File: src/rtl/noc_switch_pkg.sv
// Shared flit-type encodings and arbitration state for the switch output-port logic.
`default_nettype none

package noc_switch_pkg;

  localparam int FLIT_ID_W = 2;

  localparam logic [FLIT_ID_W-1:0] HEAD     = 2'b10;
  localparam logic [FLIT_ID_W-1:0] BODY     = 2'b00;
  localparam logic [FLIT_ID_W-1:0] TAIL     = 2'b01;
  localparam logic [FLIT_ID_W-1:0] HEADTAIL = 2'b11;

  typedef enum logic [0:0] {
    IDLE   = 1'b0,
    LOCKED = 1'b1
  } state_t;

  function automatic logic is_head_flit(input logic [FLIT_ID_W-1:0] id);
    return (id == HEAD) || (id == HEADTAIL);
  endfunction

endpackage

`default_nettype wire

File: src/rtl/rr_select.sv
// Combinational round-robin picker: first set bit of cand at or above ptr, wrapping to index 0.
`default_nettype none

module rr_select #(
  parameter int N     = 5,
  parameter int PTR_W = (N > 1) ? $clog2(N) : 1
) (
  input  logic [N-1:0]     cand,
  input  logic [PTR_W-1:0] ptr,
  output logic [N-1:0]     grant
);

  logic [N-1:0] upper;
  logic         found;

  // Candidates at or above the pointer win first; otherwise wrap to the lowest candidate.
  always_comb begin
    grant = '0;
    found = 1'b0;
    for (int j = 0; j < N; j++) begin
      upper[j] = cand[j] && (j >= int'(ptr));
    end
    for (int j = 0; j < N; j++) begin
      if (!found && upper[j]) begin
        grant[j] = 1'b1;
        found    = 1'b1;
      end
    end
    for (int j = 0; j < N; j++) begin
      if (!found && cand[j]) begin
        grant[j] = 1'b1;
        found    = 1'b1;
      end
    end
  end

endmodule

`default_nettype wire

File: src/rtl/wormhole_grant_ctrl.sv
// Output-port grant lock: round-robin tie break, then hold grant until the packet tail (wormhole).
// Optional stall timeout on a held lock is enabled with macro GRANT_TIMEOUT_EN.
`default_nettype none

module wormhole_grant_ctrl #(
  parameter int IN_N        = 5,
  parameter int FLIT_ID_W   = 2,
  parameter int TIMEOUT_CYC = 16
) (
  input  logic                           clk_i,
  input  logic                           rst_ni,
  input  logic [IN_N-1:0]                req_i,
  input  logic [IN_N-1:0][FLIT_ID_W-1:0] flit_id_i,
  input  logic [IN_N-1:0]                hop_vld_i,
  input  logic                           not_conclusive_i,
  input  logic                           out_rdy_i,
  output logic [IN_N-1:0]                grant_o,
  output logic                           xfer_o,
`ifdef GRANT_TIMEOUT_EN
  output logic                           timeout_o,
`endif
  output logic                           busy_o
);

  import noc_switch_pkg::*;

  localparam int PTR_W = (IN_N > 1) ? $clog2(IN_N) : 1;

  if (IN_N < 2) begin : g_in_n_chk
    $error("IN_N must be at least 2");
  end
  if (TIMEOUT_CYC < 1) begin : g_timeout_chk
    $error("TIMEOUT_CYC must be at least 1");
  end

  state_t           state_q, state_d;
  logic [PTR_W-1:0] rr_ptr_q, rr_ptr_d;
  logic [PTR_W-1:0] lock_idx_q, lock_idx_d;
  logic [PTR_W-1:0] sel_ptr, win_idx;
  logic [IN_N-1:0]  is_head, cand, rr_grant;

  function automatic logic [PTR_W-1:0] wrap_inc(input logic [PTR_W-1:0] v);
    return (v == PTR_W'(IN_N - 1)) ? '0 : v + 1'b1;
  endfunction

  always_comb begin
    for (int i = 0; i < IN_N; i++) begin
      is_head[i] = is_head_flit(flit_id_i[i]);
    end
  end

  assign cand    = req_i & hop_vld_i & is_head;
  // A conclusive hop-count result is a lowest-index pick, i.e. round-robin from 0.
  assign sel_ptr = not_conclusive_i ? rr_ptr_q : '0;

  rr_select #(
    .N     (IN_N),
    .PTR_W (PTR_W)
  ) u_rr_select (
    .cand  (cand),
    .ptr   (sel_ptr),
    .grant (rr_grant)
  );

  always_comb begin
    win_idx = '0;
    for (int i = 0; i < IN_N; i++) begin
      if (rr_grant[i]) win_idx = PTR_W'(i);
    end
  end

`ifdef GRANT_TIMEOUT_EN
  localparam int CNT_W = $clog2(TIMEOUT_CYC + 1);
  logic [CNT_W-1:0] stall_q, stall_d;
  logic             timeout_q, timeout_d;
`endif

  always_comb begin
    state_d    = state_q;
    rr_ptr_d   = rr_ptr_q;
    lock_idx_d = lock_idx_q;
    grant_o    = '0;
    xfer_o     = 1'b0;
`ifdef GRANT_TIMEOUT_EN
    stall_d    = stall_q;
    timeout_d  = 1'b0;
`endif
    case (state_q)
      LOCKED: begin
        grant_o[lock_idx_q] = 1'b1;
        xfer_o              = req_i[lock_idx_q] & out_rdy_i;
        // Stray HEAD/HEADTAIL inside a packet falls through as BODY.
        if (xfer_o && (flit_id_i[lock_idx_q] == TAIL)) begin
          state_d  = IDLE;
          rr_ptr_d = wrap_inc(lock_idx_q);
        end
`ifdef GRANT_TIMEOUT_EN
        if (xfer_o) begin
          stall_d = '0;
        end else if (stall_q == CNT_W'(TIMEOUT_CYC - 1)) begin
          state_d   = IDLE;
          rr_ptr_d  = wrap_inc(lock_idx_q);
          stall_d   = '0;
          timeout_d = 1'b1;
        end else begin
          stall_d = stall_q + 1'b1;
        end
`endif
      end
      default: begin
        grant_o = rr_grant;
        xfer_o  = (|rr_grant) & out_rdy_i;
`ifdef GRANT_TIMEOUT_EN
        stall_d = '0;
`endif
        if (xfer_o) begin
          if (flit_id_i[win_idx] == HEADTAIL) begin
            rr_ptr_d = wrap_inc(win_idx);
          end else begin
            state_d    = LOCKED;
            lock_idx_d = win_idx;
          end
        end
      end
    endcase
  end

  always_ff @(posedge clk_i) begin
    if (!rst_ni) begin
      state_q    <= IDLE;
      rr_ptr_q   <= '0;
      lock_idx_q <= '0;
`ifdef GRANT_TIMEOUT_EN
      stall_q    <= '0;
      timeout_q  <= 1'b0;
`endif
    end else begin
      state_q    <= state_d;
      rr_ptr_q   <= rr_ptr_d;
      lock_idx_q <= lock_idx_d;
`ifdef GRANT_TIMEOUT_EN
      stall_q    <= stall_d;
      timeout_q  <= timeout_d;
`endif
    end
  end

  assign busy_o = (state_q == LOCKED);
`ifdef GRANT_TIMEOUT_EN
  assign timeout_o = timeout_q;
`endif

`ifndef SYNTHESIS
  head_in_locked_a : assert property (@(posedge clk_i) disable iff (!rst_ni)
    !((state_q == LOCKED) && xfer_o && is_head[lock_idx_q]));
`endif

endmodule

`default_nettype wire

File: config.mk
export PLATFORM = sky130hd
export DESIGN_NAME = wormhole_grant_ctrl
export DESIGN_NICKNAME = d
export VERILOG_FILES = /design/src/rtl/noc_switch_pkg.sv /design/src/rtl/rr_select.sv /design/src/rtl/wormhole_grant_ctrl.sv
export SDC_FILE = /design/constraint.sdc
export NUM_CORES = 1
export LEC_CHECK = 0
export ABC_CLOCK_PERIOD_IN_PS = 2100
export BUFFER_PORTS_ARGS = -buffer_cell sky130_fd_sc_hd__buf_2
export CAP_MARGIN = 25
export CORE_MARGIN = 10
export CORE_UTILIZATION = 40
export CTS_CLUSTER_SIZE = 20
export DETAILED_ROUTE_END_ITERATION = 7
export PLACE_DENSITY = 0.68
export SYNTH_ARGS = -nofsm -noshare
export SYNTH_HDL_FRONTEND = slang
export SYNTH_SLANG_ARGS = --single-unit
export TNS_END_PERCENT = 50
File: constraint.sdc
create_clock -name clk_i -period 2.1 [get_ports clk_i]
set_clock_uncertainty 0.05 [all_clocks]
set_input_delay 0.42 -clock clk_i [delete_from_list [all_inputs] [get_ports clk_i]]
set_output_delay 0.42 -clock clk_i [all_outputs]
set_load 0.01 [all_outputs]
### After elaboration in Yosys (flattened, before gate mapping)

Index checks and enable logic that the tools add are counted.

| cells by class | value |
|---|---|
| add/sub/neg operators | 2 |
| magnitude comparators | 8 |
| equality and inequality tests | 15 |
| multiplexer cells | 43 |
| bitwise operators | 6 |
| reduce and logical (&&, ||, !) cells | 35 |

Operators by type and width:

| kind | number |
|---|---|
| 3-bit two-way mux | 10 |
| 1-bit two-way mux | 26 |
| 2-bit equality test (second input constant) | 11 |
| 1-bit logical AND | 16 |
| 2-bit binary-select mux with 3-bit select | 2 |
| 5-bit AND | 2 |
| 1-bit zero test | 9 |
| 3-bit by 4-bit < comparator with 1-bit output (second input constant) | 2 |
| 3-bit by 1-bit adder with 3-bit output (second input constant) | 2 |
| 3-bit equality test (second input constant) | 2 |
| 1-bit by 3-bit >= comparator with 1-bit output (first input constant) | 2 |
| 2-bit by 3-bit >= comparator with 1-bit output (first input constant) | 2 |
| 3-bit AND reduction | 2 |
| 1-bit logical OR | 5 |
| 5-bit two-way mux | 1 |
| 5-bit OR reduction | 1 |
| 2-bit two-way mux | 2 |
| 2-bit nonzero test | 2 |
| 1-bit binary-select mux with 3-bit select | 1 |
| 1-bit demux with 3-bit select | 1 |
| 3-bit by 1-bit >= comparator with 1-bit output (second input constant) | 1 |
| 3-bit >= comparator (first input constant) | 1 |
| 1-bit AND | 2 |
| 2-bit by 1-bit equality test with 1-bit output (second input constant) | 1 |
| other kinds (2) | 3 |

| storage, ports and cells | value |
|---|---|
| flip-flop bits (word level) | 7 |
| bits of input ports | 24 |
| output and inout bits | 7 |
| word-level logic and storage cells | 112 |

### Logic depth before layout (Yosys ltp)

Gate-level depths: netlist of the first run.

| logic depth | value |
|---|---|
| word-level depth | 39 |
| depth in mapped cells | 9 |
| depth with buffers taken out | 8 |

### Modules after synthesis

Synthesis of the first run repeated with hierarchy kept, for this count alone.

| unflattened totals | value |
|---|---|
| cell total of the unflattened synthesis | 133 |
| area total of the unflattened synthesis | 958.4 µm² |

By module, submodules not included:

| module | instances | cells each | area an instance (µm²) | sequential area each (µm²) |
|---|---|---|---|---|
| wormhole_grant_ctrl | 1 | 105 | 784.5 | 140.1 |
| rr_select | 1 | 28 | 173.9 | 0.0 |

### Worst setup path before layout of the first run

Ideal clock, no wire load.

| path | value |
|---|---|
| path kind | input -> output |
| start | input not_conclusive_i |
| end | output xfer_o |
| arrival time | 1.803 ns |
| data required time | 1.630 ns |
| setup slack | -0.173 ns |
| cell stages on the path | 7 |
| buffers on the path | 1 |
| path through | buf_8 nand2_1 a21boi_0 o2111ai_1 nand2_1 o41ai_4 o21ai_0 |

| on the way | value |
|---|---|
| cells in the longest elaborated chain, start to end | 34 |
| elaborated cells on any way between the ends | 50 |
| classes of those cells | order compare: 5; mux: 20; bitwise: 1; reduce/logical: 24 |

Ends and longest elaborated chain:

| what | line | source |
|---|---|---|
| from (decl) | wormhole_grant_ctrl.sv:15 | `input logic not_conclusive_i,` |
| 3-bit two-way mux (*) | wormhole_grant_ctrl.sv:54 | `assign sel_ptr = not_conclusive_i ? rr_ptr_q : '0;` |
| 1-bit by 3-bit >= comparator with 1-bit output | rr_select.sv:21 | `upper[j] = cand[j] && (j >= int'(ptr));` |
| 1-bit logical AND | rr_select.sv:21 |  |
| 1-bit two-way mux | rr_select.sv:24 | `if (!found && upper[j]) begin` |
| 1-bit zero test | rr_select.sv:24 |  |
| 1-bit logical AND | rr_select.sv:24 |  |
| 1-bit two-way mux | rr_select.sv:24 |  |
| 1-bit zero test | rr_select.sv:24 |  |
| [18 not listed] | -- |  |
| 1-bit logical AND | rr_select.sv:30 | `if (!found && cand[j]) begin` |
| 1-bit two-way mux | rr_select.sv:30 |  |
| 1-bit zero test | rr_select.sv:30 |  |
| 1-bit logical AND | rr_select.sv:30 |  |
| 1-bit two-way mux | rr_select.sv:30 |  |
| 5-bit OR reduction (*) | wormhole_grant_ctrl.sv:112 | `xfer_o = (\|rr_grant) & out_rdy_i;` |
| 1-bit AND (*) | wormhole_grant_ctrl.sv:112 |  |
| 1-bit two-way mux (*) | wormhole_grant_ctrl.sv:88 | `case (state_q)` |
| to (decl) | wormhole_grant_ctrl.sv:18 | `output logic xfer_o,` |

Mark *: on every way between the ends. The rest lies on a longest branch, timed or not.

### Final worst setup path of the first run

| path | value |
|---|---|
| start | register rr_ptr_q[0] |
| end | output xfer_o |

| on the way | value |
|---|---|
| cells in the longest elaborated chain, start to end | 34 |
| elaborated cells on any way between the ends | 50 |
| classes of those cells | order compare: 5; mux: 20; bitwise: 1; reduce/logical: 24 |

Ends and longest elaborated chain:

| what | line | source |
|---|---|---|
| from (decl) | wormhole_grant_ctrl.sv:37 | `logic [PTR_W-1:0] rr_ptr_q, rr_ptr_d;` |
| from (signal assigned) | wormhole_grant_ctrl.sv:139 | `rr_ptr_q <= rr_ptr_d;` |
| 3-bit two-way mux (*) | wormhole_grant_ctrl.sv:54 |  |
| 1-bit by 3-bit >= comparator with 1-bit output | rr_select.sv:21 |  |
| 1-bit logical AND | rr_select.sv:21 |  |
| 1-bit two-way mux | rr_select.sv:24 |  |
| 1-bit zero test | rr_select.sv:24 |  |
| 1-bit logical AND | rr_select.sv:24 |  |
| 1-bit two-way mux | rr_select.sv:24 |  |
| 1-bit zero test | rr_select.sv:24 |  |
| [18 not listed] | -- |  |
| 1-bit logical AND | rr_select.sv:30 |  |
| 1-bit two-way mux | rr_select.sv:30 |  |
| 1-bit zero test | rr_select.sv:30 |  |
| 1-bit logical AND | rr_select.sv:30 |  |
| 1-bit two-way mux | rr_select.sv:30 |  |
| 5-bit OR reduction (*) | wormhole_grant_ctrl.sv:112 |  |
| 1-bit AND (*) | wormhole_grant_ctrl.sv:112 |  |
| 1-bit two-way mux (*) | wormhole_grant_ctrl.sv:88 |  |

Marked as above.

==> results of run 1 <==
[report_power, final]
| part | internal [mW] | total (mW) | leakage (nW) | switching (mW) |
|---|---|---|---|---|
| clock network | 0.0727 | 0.126 | 0.0150 | 0.0530 |
| registers | 0.140 | 0.154 | 0.0593 | 0.0142 |
| logic | 0.158 | 0.318 | 0.694 | 0.161 |
| total | 0.370 | 0.598 | 0.768 | 0.228 |
[cells by family after synthesis]
| logic type | after synthesis |
|---|---|
| multiplexers | 5 |
| AND/OR/NAND/NOR | 58 |
| buffers and inverters | 12 |
| flip-flops | 7 |
| AO/OA/AOI/OAI | 50 |
| adder cells (fa/ha/maj) | 2 |
[registers in the layout, summed over array words and instances (netlist names)]
name	count
busy_o	1
lock_idx_q	3
rr_ptr_q	3
[metrics by stage]
| step | instance area [µm²] | hold slack, ns |
|---|---|---|
| CTS | 1510 | 0.434 |
| global route | 1630 | 0.437 |
| global placement | 1390 | 0.477 |
| detailed placement | 1390 | 0.468 |
| floorplan | 970 | 0.425 |
| finish | 1630 | 0.441 |
[critical path, delay by kind of cell, from the launching register on]
kind | cells | cell delay [ns]
compound gates | 4 | 0.95
buf+inv | 2 | 0.28
flops | 1 | 0.36
simple gates | 1 | 0.10
[routing by layer]
layer,GRT usage (%),up-vias,wire length (µm)
li1,-,655,-
met1,16.1,645,1700
met2,27.9,53,2160
met3,3.28,14,212
met4,7.98,0,139
met5,0,-,0
[cell type report]
type / count / area [µm²] / share of cell area, %
clock buffers: 4 / 26.3 / 1.61
inverters: 6 / 22.5 / 1.38
multi-input cells: 115 / 922 / 56.5
flip-flops and latches: 7 / 151 / 9.27
well taps: 28 / 35.0 / 2.15
repair buffers: 72 / 475 / 29.1
[worst max-delay path by stage]
stage / start / to / slack (ns) / cells past startpoint
6_report: rr_ptr_q[0] / xfer_o / -0.32 / 7
5_1_grt: rr_ptr_q[0] / xfer_o / -0.37 / 7
4_1_cts: rr_ptr_q[2] / xfer_o / -0.29 / 7
3_5_place_dp: req_i[4] / lock_idx_q[0] / -0.43 / 9
3_3_place_gp: req_i[4] / lock_idx_q[0] / -0.33 / 9
2_1_floorplan: not_conclusive_i / lock_idx_q[0] / -0.12 / 9
[timing repair]
action / CTS / global route
setup endpoints to repair: 13 / 13
buffers inserted: 4 / 5
resized for setup: 22 / 25
pin swaps: 6 / 9
[placed cells by master, fill, tap and decap left out, types with 3 or more instances in the layout]
cell type,count
clkbuf_4,4
buf_2,29
o21ai_2,3
o21ai_1,5
mux2i_1,3
nor2_1,6
nand3_1,8
nand2_1,20
and3_1,3
dfxtp_1,4
o21ai_0,5
dfxtp_4,3
inv_1,6
buf_4,40
==> metrics, run 1 <==
hold-critical path depth 2; fmax 413 MHz; fill count 179; Seq cells post-synth 7; Area contributors post-synth dfxtp_1 14%, nand2_1 8.9%, o21ai_0 6.2%; min Tclk post-route 2.42 ns; Slowest cell on crit path dfxtp_4; # DRC 0; fraction of registers with async set or reset after synthesis 0%; Final period util 115%; Crit. End Element output port; Max Root-Sink Buffers 2; Power Density 366 mW/mm²; Initial Utilization 43.0%; Crit Path Class reg2out; max-cap viol count 0; largest family of logic cells by synthesized area compound AO/OA/AOI/OAI gates; setup_tns -2.31 ns; DIE AREA 0.00479 mm²; LEAKAGE 0.768 nW; crit path launch type flip-flop; number of global-route vias before repair 1403; Worst R2R End lock_idx_q[0]; Hold Path Sink lock_idx_q[0]; drt first-iter violations 96; sequential area share after synthesis 14.5%; CTS buffer count 3; Routed WL per cell 18.1 µm; post-synthesis xor/xnor area fraction 0%; Vias/cell 5.89; root buf cell clkbuf_4; Worst Tran Pin Value 0.310 ns; Util after Layout 72.4%; GR Util All Layers 15.4%; CTS tree done; simple-gate share of the synthesized area 29.5%; H-tree Lvls 1; leading area contributor after synthesis dfxtp_1; routability cong. 0.896; Yosys warning count 0; Hold Crit Start rst_ni; cell count after synthesis 134; number of synthesized flops with an enable pin 0; largest net degree at the start of global routing 21; via count 1367; Yosys cell types 49; CTS sink cnt 7; total power 598 µW; num rows 17; FF-to-FF path depth 9; pre-CTS WS -0.426 ns; total congestion overflow 0; final WL 4210 µm; origin of the critical flop-to-flop path rr_ptr_q[0]; most instantiated cells after synthesis 23 x nand2_1, 12 x o21ai_0, 10 x nand3_1; critical path data required time 1.63 ns; Syn Area/Cell 7.24 µm²; Fin. Hold Viols 0; port bufs 30; drt pass-1 iters 4; post-synthesis mux area share 6.58%; clk_lat worst skew 0.25 ns; Ant. Diodes 0; Max VDD drop 0.326 mV; Ports 31; RSZ-0062 raised after global routing yes; Post-Synth Adder-Cell Area 2.58%; Hold-fix buffers, CTS 0; first-pass GRT wire length 6490 µm; top-count cell post-synth nand2_1; Synth Flop Type dfxtp_1; layout cells sized above 1 54.4%; hpwl dp 3000 µm; reg2reg setup slack -0.22 ns; Worst-path clk slew 0.06 ns; Hold Path Class in2reg; placed cells 222; core area 0.00225 mm²; status finished, violations left; Nets 231; post-synth top area share 14.5%; Synth Net Count 160; largest stage delay on the critical path 0.36 ns; CP max FO 4; failing checks setup timing; WP data arrival 1.95 ns; worst setup margin -0.322 ns; final setup fails 13; Syn-to-layout area delta 68.4%; crit-path cells o211a_4 > buf_6 > o2111ai_4 > nand2_4 > o41ai_4 > o21ai_1 > buf_2; Max Slew Vio Count 0; mapped cell area 970 µm²; Die X 69.2 µm; ANT nets after route 0; Max-slew headroom 79.1%; initial antenna violation count 0; Synth Area in Compound Gates 40.4%; post-route insts no fill 232; Die Ht 69.2 µm
Power figures use the tool's default switching activity.
==> run 2: changes to the inputs <==
--- a/config.mk
+++ b/config.mk
@@ -5,13 +5,14 @@
 export SDC_FILE = /design/constraint.sdc
 export NUM_CORES = 1
 export LEC_CHECK = 0
-export ABC_CLOCK_PERIOD_IN_PS = 2100
-export BUFFER_PORTS_ARGS = -buffer_cell sky130_fd_sc_hd__buf_2
+export ABC_CLOCK_PERIOD_IN_PS = 2200
+export BUFFER_PORTS_ARGS = -buffer_cell sky130_fd_sc_hd__clkbuf_2
 export CAP_MARGIN = 25
 export CORE_MARGIN = 10
 export CORE_UTILIZATION = 40
 export CTS_CLUSTER_SIZE = 20
 export DETAILED_ROUTE_END_ITERATION = 7
+export HOLD_SLACK_MARGIN = 0.12
 export PLACE_DENSITY = 0.68
 export SYNTH_ARGS = -nofsm -noshare
 export SYNTH_HDL_FRONTEND = slang
==> constraint.sdc (replaced) <==
create_clock -name clk_i -period 2.2 [get_ports clk_i]
set_clock_uncertainty 0.05 [all_clocks]
set_input_delay 0.44 -clock clk_i [delete_from_list [all_inputs] [get_ports clk_i]]
set_output_delay 0.44 -clock clk_i [all_outputs]
set_load 0.01 [all_outputs]
==> run 2 against run 1 <==
- the run still ends with setup timing left
- die area unchanged
- sequential share of layout area up 0.054 points
- total power down 5.5%
- largest cell class unchanged
- flip-flop and latch count unchanged
- first-iteration DRC count up 4.2%
- clock-buffer cell count unchanged
- largest power group unchanged
- worst setup slack better by 0.091 ns
- critical endpoint unchanged
- final cell count down 3.4%
- combinational power down 5%
- sequential power down 5%
- hold slack better by 0.0040 ns
==> metrics, run 2 (synthesis gave the netlist of run 1 again) <==
status finished, violations left; failing checks setup timing; Hold Path Sink rr_ptr_q[0]; initial antenna violation count 0 (unchanged); reg2reg setup slack -0.11 ns (+0.11 ns); LEAKAGE 0.746 nW (-2.8%); Hold Path Class reg2reg; FF-to-FF path depth 11 (+2); ANT nets after route 0 (unchanged); commonest non-fill, non-tap cell in the layout buf_4; Fin. Hold Viols 0 (unchanged); Ports 31 (unchanged); max-cap viol count 0 (unchanged); total power 565 µW (-5.5%); num rows 17 (unchanged); Crit. End Element output port; Vias/cell 6.02 (+2.1%); Die X 69.2 µm (unchanged); CP max FO 6 (+2); fmax 411 MHz; Worst setup startpoint rr_ptr_q[2]; DIE AREA 0.00479 mm² (unchanged); CTS buffer count 3 (unchanged); WP data arrival 1.94 ns (about the same); pre-CTS WS -0.346 ns (+0.0801 ns); Finished Cell Area 0.00160 mm² (-2.2%); drt first-iter violations 100 (+4.2%); Final period util 111%; H-tree Lvls 1 (unchanged); worst setup margin -0.232 ns (+0.0907 ns); total congestion overflow 0 (unchanged); Util after Layout 70.8% (-1.6 points); Crit Path Class reg2out; critical path data required time 1.71 ns (+0.08 ns); Worst Tran Pin Value 0.442 ns (+0.132 ns); Power Density 354 mW/mm² (-3.4%); CTS tree done; origin of the critical flop-to-flop path rr_ptr_q[2]; Die Ht 69.2 µm (unchanged); Worst-path clk slew 0.05 ns (about the same); fill count 192 (+7.3%); commonest cells after routing, fill and taps aside 31 x buf_4, 25 x clkbuf_2, 20 x nand2_1; # DRC 0 (unchanged); root buf cell clkbuf_4; crit path launch type flip-flop; final WL 4090 µm (-2.9%); largest net degree at the start of global routing 22 (+4.8%); hpwl dp 2890 µm (-3.4%); clk_lat worst skew 0.25 ns (about the same); routability cong. 0.908 (+1.4%); Hold Crit Start rr_ptr_q[0]; GR Util All Layers 15.0% (-0.42 points); number of global-route vias before repair 1386 (-1.2%); Worst R2R End lock_idx_q[0]; via count 1348 (-1.4%); hold-critical path depth 2 (unchanged); Max Slew Vio Count 0 (unchanged); Max Root-Sink Buffers 2 (unchanged); port bufs 30 (unchanged); Syn-to-layout area delta 64.6%; Routed WL per cell 18.2 µm (+0.55%); first-pass GRT wire length 6350 µm (-2.1%); placed cell areas 0.00135 mm² (-2.7%); final setup fails 11 (-2); min Tclk post-route 2.43 ns; drt pass-1 iters 5 (+1); core area 0.00225 mm² (unchanged); CTS sink cnt 7 (unchanged); layout cells sized above 1 54.6% (+0.18 points); Max VDD drop 0.252 mV (-23%); RSZ-0062 raised after global routing yes; Ant. Diodes 0 (unchanged); Initial Utilization 43.0% (unchanged); Nets 223 (-3.5%); Max-slew headroom 70.5% (-8.6 points)
run 2: final cells by class:
cell class | instances | area, µm² | area share [%]
clock buffers | 4 | 26.3 | 1.65
multi-input cells | 115 | 945 | 59.2
repair buffers | 64 | 419 | 26.3
inverters | 6 | 22.5 | 1.41
well taps | 28 | 35.0 | 2.19
flip-flops and latches | 7 | 149 | 9.33
run 2: worst max-delay path by stage:
stage,end,slack [ns],cells after the start
after floorplan,lock_idx_q[0],-0.04,9
after global placement,rr_ptr_q[1],-0.26,11
after detailed placement,lock_idx_q[0],-0.35,9
after CTS,xfer_o,-0.24,7
after global routing,xfer_o,-0.30,7
final,xfer_o,-0.23,7
run 2: critical path: stages, from the launching register on:
cell and delay [ns]:
dfxtp_4 0.37, a21o_2 0.21, a21o_4 0.22, o21a_4 0.14, and2_4 0.15, o41ai_4 0.35, o21ai_1 0.11, clkbuf_2 0.14
run 2: what timing repair did:
action / in CTS / in global routing
buffers inserted: 2 / 3
setup endpoints to repair: 13 / 13
hold buffers: 0 / 0
pin swaps: 5 / 4
endpoints found under the hold margin: 0 / 0
gates resized for setup: 29 / 30
run 2: where the power goes:
part           internal, mW  total, mW  switching [mW]  leakage [nW]
Combinational         0.148      0.301           0.154         0.672
Sequential            0.134      0.147          0.0126        0.0590
Clock                0.0692      0.117          0.0477        0.0150
run 2: metrics by stage:
stage          std cells  TNS (ns)  hold WS [ns]
4_1_cts              222    -0.750         0.444
3_5_place_dp         217     -3.19         0.466
5_1_grt              224     -1.91         0.479
6_report             224    -0.887         0.445
3_3_place_gp         217     -2.39         0.457
2_1_floorplan        134   -0.0735         0.425
run 2: routing by layer:
layer,wire [µm],track usage [%],vias to the layer above
li1,-,-,641
met1,1570,16.3,624
met2,2080,26.8,65
met3,267,3.71,18
met4,172,5.99,0
met5,0,0,-
